File: config.mk
export PLATFORM = sky130hd
export DESIGN_NAME = step_rate_monitor
export DESIGN_NICKNAME = d
export VERILOG_FILES = /design/src/rtl/fitbit_pkg.sv /design/src/rtl/high_activity_tracker.sv /design/src/rtl/step_rate_monitor.sv
export SDC_FILE = /design/constraint.sdc
export NUM_CORES = 1
export LEC_CHECK = 0
export CORE_MARGIN = 4
export CORE_UTILIZATION = 61
export DETAILED_ROUTE_END_ITERATION = 8
export PLACE_DENSITY = 0.89
export SKIP_CTS_REPAIR_TIMING = 1
export SYNTH_ARGS = -nofsm -noshare
export SYNTH_HDL_FRONTEND = slang
export SYNTH_SLANG_ARGS = --single-unit
File: constraint.sdc
create_clock -name CLK -period 10.6 [get_ports CLK]
set_input_delay 1.59 -clock CLK [delete_from_list [all_inputs] [get_ports CLK]]
set_output_delay 1.59 -clock CLK [all_outputs]
set_load 0.02 [all_outputs]
File: src/rtl/fitbit_pkg.sv
// Shared constants and types for the Fitbit replica datapath.
// Threshold defaults, datapath widths and the monitor FSM encoding.
package fitbit_pkg;

    localparam int DEF_RATE_THRESH  = 32;
    localparam int DEF_EARLY_WINDOW = 9;
    localparam int DEF_HIGH_THRESH  = 64;
    localparam int DEF_HIGH_MIN_RUN = 60;

    localparam int SEC_W  = 8;
    localparam int STEP_W = 8;
    localparam int HACT_W = 16;

    typedef enum logic {
        IDLE = 1'b0,
        RUN  = 1'b1
    } state_e;

endpackage

File: src/rtl/high_activity_tracker.sv
// Tracks consecutive high-rate seconds and credits high-activity time
// once a qualifying run reaches the minimum length.
module high_activity_tracker
    import fitbit_pkg::*;
#(
    parameter int HIGH_THRESH  = DEF_HIGH_THRESH,
    parameter int HIGH_MIN_RUN = DEF_HIGH_MIN_RUN
) (
    input  logic              clk,
    input  logic              rst,
    input  logic              bnd,
    input  logic [STEP_W-1:0] steps,
    output logic [HACT_W-1:0] hact
);

    logic [STEP_W-1:0] run_q, run_d;
    logic [HACT_W-1:0] hact_q, hact_d;
    logic [HACT_W-1:0] inc;
    logic [HACT_W:0]   sum;

    always_comb begin
        run_d = run_q;
        inc   = '0;
        if (bnd) begin
            if (steps > STEP_W'(HIGH_THRESH)) begin
                if (run_q == STEP_W'(HIGH_MIN_RUN)) begin
                    inc = HACT_W'(1);
                end else begin
                    run_d = run_q + 1'b1;
                    // The whole qualifying run is credited at once
                    if (run_d == STEP_W'(HIGH_MIN_RUN))
                        inc = HACT_W'(HIGH_MIN_RUN);
                end
            end else begin
                run_d = '0;
            end
        end
        sum    = {1'b0, hact_q} + {1'b0, inc};
        hact_d = sum[HACT_W] ? '1 : sum[HACT_W-1:0];
    end

    always_ff @(posedge clk or posedge rst) begin
        if (rst) begin
            run_q  <= '0;
            hact_q <= '0;
        end else begin
            run_q  <= run_d;
            hact_q <= hact_d;
        end
    end

    assign hact = hact_q;

endmodule

File: src/rtl/step_rate_monitor.sv
// Per-second step-rate analyser: accumulates steps between second
// boundaries and publishes rate, early over-rate count and active time.
module step_rate_monitor
    import fitbit_pkg::*;
#(
    parameter int RATE_THRESH  = DEF_RATE_THRESH,
    parameter int EARLY_WINDOW = DEF_EARLY_WINDOW,
    parameter int HIGH_THRESH  = DEF_HIGH_THRESH,
    parameter int HIGH_MIN_RUN = DEF_HIGH_MIN_RUN
) (
    input  logic              CLK,
    input  logic              RESET,
    input  logic              STEP,
    input  logic [SEC_W-1:0]  NUM_OF_SEC,
    output logic              START_COUNTING,
    output logic [STEP_W-1:0] STEPS_LAST_SEC,
    output logic              SEC_VALID,
    output logic [3:0]        EARLY_OVER_CNT,
    output logic [HACT_W-1:0] HIGH_ACT_SEC
);

    state_e            state_q, state_d;
    logic [SEC_W-1:0]  sec_prev_q, sec_prev_d;
    logic [STEP_W-1:0] acc_q, acc_d;
    logic [STEP_W-1:0] steps_last_q, steps_last_d;
    logic              sec_valid_q, sec_valid_d;
    logic [15:0]       sec_idx_q, sec_idx_d;
    logic [3:0]        early_q, early_d;
    logic              boundary;

    // Any change of the seconds value is a boundary, including 255->0
    assign boundary = (state_q == RUN) && (NUM_OF_SEC != sec_prev_q);

    always_comb begin
        state_d      = state_q;
        sec_prev_d   = NUM_OF_SEC;
        acc_d        = acc_q;
        steps_last_d = steps_last_q;
        sec_valid_d  = 1'b0;
        sec_idx_d    = sec_idx_q;
        early_d      = early_q;
        unique case (state_q)
            IDLE: begin
                if (STEP) begin
                    state_d = RUN;
                    acc_d   = STEP_W'(1);
                end
            end
            RUN: begin
                if (boundary) begin
                    steps_last_d = acc_q;
                    acc_d        = {{(STEP_W-1){1'b0}}, STEP};
                    sec_valid_d  = 1'b1;
                    if (sec_idx_q != '1)
                        sec_idx_d = sec_idx_q + 1'b1;
                    if (sec_idx_d <= 16'(EARLY_WINDOW) &&
                        acc_q > STEP_W'(RATE_THRESH) &&
                        early_q < 4'(EARLY_WINDOW))
                        early_d = early_q + 1'b1;
                end else if (STEP && acc_q != '1) begin
                    acc_d = acc_q + 1'b1;
                end
            end
            default: state_d = IDLE;
        endcase
    end

    always_ff @(posedge CLK or posedge RESET) begin
        if (RESET) begin
            state_q      <= IDLE;
            sec_prev_q   <= '0;
            acc_q        <= '0;
            steps_last_q <= '0;
            sec_valid_q  <= 1'b0;
            sec_idx_q    <= '0;
            early_q      <= '0;
        end else begin
            state_q      <= state_d;
            sec_prev_q   <= sec_prev_d;
            acc_q        <= acc_d;
            steps_last_q <= steps_last_d;
            sec_valid_q  <= sec_valid_d;
            sec_idx_q    <= sec_idx_d;
            early_q      <= early_d;
        end
    end

    high_activity_tracker #(
        .HIGH_THRESH  (HIGH_THRESH),
        .HIGH_MIN_RUN (HIGH_MIN_RUN)
    ) u_hact (
        .clk   (CLK),
        .rst   (RESET),
        .bnd   (boundary),
        .steps (acc_q),
        .hact  (HIGH_ACT_SEC)
    );

    assign START_COUNTING = (state_q == RUN);
    assign STEPS_LAST_SEC = steps_last_q;
    assign SEC_VALID      = sec_valid_q;
    assign EARLY_OVER_CNT = early_q;

endmodule

==> key figures <==
Cells and area
  – Multi-input logic area: 1880 µm²
  – Layout fillers: 421
  – Layout cells sized above 1: 0.0828
  – Final Cell Area: 4380 µm²
  – Area grow syn2layout: 17.0%
  – Most common cell after layout, fill and taps aside: dfrtp_1
  – Reg area: 1750 µm²
  – Antenna diode count: 0
  – Commonest cells after routing, fill and taps aside: dfrtp_1, nand2_1, clkdlybuf4s50_1, o21ai_0, nand3_1
  – Final #Nets: 455

Setup path
  – FF-to-FF path depth: 13
  – CP required: 10800 ps
  – Critical Path Max Stage Delay: 510 ps
  – CP endpoint kind: register
  – Buf/Inv on CP: 1
  – Worst r2r src: sec_prev_q[1]
  – CP endpoint: u_hact.hact[13]
  – Crit path arrival time: 5800 ps
  – Slowest-stage cell, CP: clkdlybuf4s50_1
  – Stages on worst setup path: 14
  – CP cell instances: clkdlybuf4s50_1, xor2_1, nor4_1, a21bo_2, or2_2, nand2b_1, nor3_1, ha_1, a21o_1, a21oi_1, o21bai_1, a21oi_1, or3_1, nand3_1
  – Most common cell on crit path: a21oi_1
  – Kind of critical path: in2reg
  – Crit path max-delay family: simple AND/OR/NAND/NOR gates
  – Reg-to-reg critical path endpoint: u_hact.hact[13]
  – Reg2Reg Setup Slack: 6350 ps
  – Crit path launch: NUM_OF_SEC[1]
  – Worst Path Max Fanout: 35
  – Startpoint types: primary input

Logic synthesis
  – Post-Synth Simple-Gate Area: 0.223
  – Synth Area in XOR/XNOR: 0.0797
  – Netlist cell types: 51
  – Post-synth top flop: dfrtp_1
  – Mux cell area share after synthesis: 0.0301
  – Post-synth EDFFs: 0
  – Asr flop ratio synth: 1.00
  – Cell count after synthesis: 390
  – Ys Warns: 0
  – Mean Syn Cell Area: 9.59 µm²
  – Synth Area in Compound Gates: 0.123
  – Largest family of logic cells by synthesized area: simple AND/OR/NAND/NOR gates
  – Syn Nets: 415
  – Seq/Total Area, Yosys: 0.469
  – Adder-cell area share of the yosys netlist: 0.0469
  – Post-Syn Area: 3740 µm²
  – Yosys reg bits: 70

Die
  – Die area: 7450 µm²
  – # rows: 28
  – Die span in x: 86.3 µm
  – Initial core utilization: 0.631
  – Core area: 5920 µm²
  – Die Y: 86.3 µm
  – I/O pin total: 41

GRT
  – Largest net degree at the start of global routing: 71
  – First-pass GRT wire length: 13.8 mm
  – Initial antenna violation count: 0
  – Remaining global-route overflow: 0
  – Total Routing Usage GR: 0.231
  – Vias in the first global route: 2983

Place
  – Post-DP Area: 4190 µm²
  – I/O Buffers: 40
  – DP Wirelength: 5.54 mm
  – Routability cong.: 0.865

CTS
  – Root Buffer: clkbuf_8
  – CTS Buf Count: 9
  – Clock Sinks: 70
  – Htree depth: 3
  – Clk buf depth: 2
  – Clk pin slew, worst setup/hold paths: 80 ps
  – Skew-Pair Late Insertion Delay: 340 ps
  – CTS tree: done

Timing
  – Worst hold slack: 478 ps
  – Final slew viol count: 0
  – Worst Skew: 8.88 ps
  – Slew HR: 0.430
  – Least-Margin Pin Slew: 856 ps
  – Final Hold Viols: 0
  – Post-layout min period: 5600 ps
  – Fin crit share: 0.528
  – RSZ-0062 raised after global routing: false
  – Setup TNS: 0 ps
  – Final setup violation count: 0
  – Fmax: 179 MHz

Drt
  – Number of DRC markers in iteration 0: 194
  – DRT Pass-1 Iters: 4
  – Vias per cell: 5.89
  – Vias: 3006
  – Routed Antenna Nets: 0
  – Drc violations: 0
  – DRT Wirelength: 7.81 mm
  – Drt wl/cell: 15.3 µm

Run
  – Max cap viols: 0

Pwr
  – Pleak: 1.93 nW
  – PwrDens: 135 nW/µm²
  – Max VDD drop: 97.9 µV

Hold path
  – Hold Crit Class: reg2reg

Outcome
  – Status: finished, final reports clean
[synth_stat cells (all sizes together), types with 2 or more instances]
cell type	count	area (µm²)
buf	3	13.8
or3	9	56.3
o31ai	6	45.0
and4	3	28.8
dfrtp	70	1750
mux2	7	82.6
a21oi	16	80.1
nor2	17	63.8
xor2	16	140
or4	4	37.5
xnor2	18	158
a31oi	5	31.3
nand3	21	118
and3	8	50.1
nand2b	4	25.0
mux2i	3	30.0
nor3b	2	20.0
clkbuf	9	33.8
or2	3	18.8
nor3	10	50.1
inv	16	60.1
nor4	6	52.6
ha	14	175
o21bai	4	30.0
nor2b	3	18.8
o2111ai	2	17.5
a21o	4	30.0
nand4	10	62.6
o21ai	28	140
nand2	57	216
[power by group]
group,switching (mW),total [mW],internal [mW],leakage [nW]
Combinational,0.0435,0.0850,0.0416,0.922
Sequential,0.0291,0.314,0.284,0.924
Clock,0.106,0.193,0.0870,0.0860
[through the flow]
step	total power, mW	setup slack (ps)	utilization	cells
after global placement	0.398	4900	0.708	494
final	0.591	5000	0.739	510
after detailed placement	0.405	4630	0.708	494
after CTS	0.597	5000	0.739	510
after floorplan	0.383	5690	-	390
after global routing	0.625	4640	0.739	510
[worst min-delay path by stage]
stage | start | endpoint | slack, ps | cells past startpoint
global placement | STEPS_LAST_SEC[5] | STEPS_LAST_SEC[5] | 460 | 2
detailed placement | STEPS_LAST_SEC[6] | STEPS_LAST_SEC[6] | 460 | 2
finish | STEPS_LAST_SEC[6] | STEPS_LAST_SEC[6] | 480 | 2
global route | u_hact.run_q[7] | u_hact.run_q[7] | 510 | 1
floorplan | u_hact.run_q[7] | u_hact.run_q[7] | 450 | 1
CTS | STEPS_LAST_SEC[6] | STEPS_LAST_SEC[6] | 480 | 2
[metal layers]
metal | global-route usage | up-vias | wire length [µm] | share of wire
li1 | - | 1466 | - | -
met1 | 0.303 | 1449 | 3540 | 0.45
met2 | 0.385 | 76 | 3790 | 0.49
met3 | 0.0352 | 15 | 335 | 0.043
met4 | 0.0935 | 0 | 140 | 0.018
met5 | 0 | - | 0 | 0
[kinds of logic (layout without fill, tap and decap cells)]
group / Yosys count / after routing
and+or+nand+nor: 159 / 159
buffers and inverters: 28 / 73
muxes: 10 / 10
xor gates and xnor gates: 34 / 34
AOI/OAI and AO/OA: 75 / 75
DFF: 70 / 70
adders and majority gates: 14 / 14
[registers in the layout, indices dropped and copies added, names as in the netlist]
| register | flops |
|---|---|
| EARLY_OVER_CNT | 4 |
| SEC_VALID | 1 |
| START_COUNTING | 1 |
| STEPS_LAST_SEC | 8 |
| acc_q | 8 |
| sec_idx_q | 16 |
| sec_prev_q | 8 |
| u_hact.hact | 16 |
| u_hact.run_q | 8 |
[tightest hold or removal path, cell delays in order (launching register included)]
cell and delay (ps):
dfrtp_1 350, nand2_1 50, nand2_1 50
[area by class of cell]
| class | instances | area share |
|---|---|---|
| multi-input combinational | 292 | 0.430 |
| clock inverter | 7 | 0.0134 |
| timing repair buffer | 41 | 0.0932 |
| inverter | 16 | 0.0137 |
| sequential | 70 | 0.400 |
| clock buffer | 9 | 0.0283 |
| tap | 75 | 0.0214 |
No activity file was read; power rests on OpenSTA's default activity.
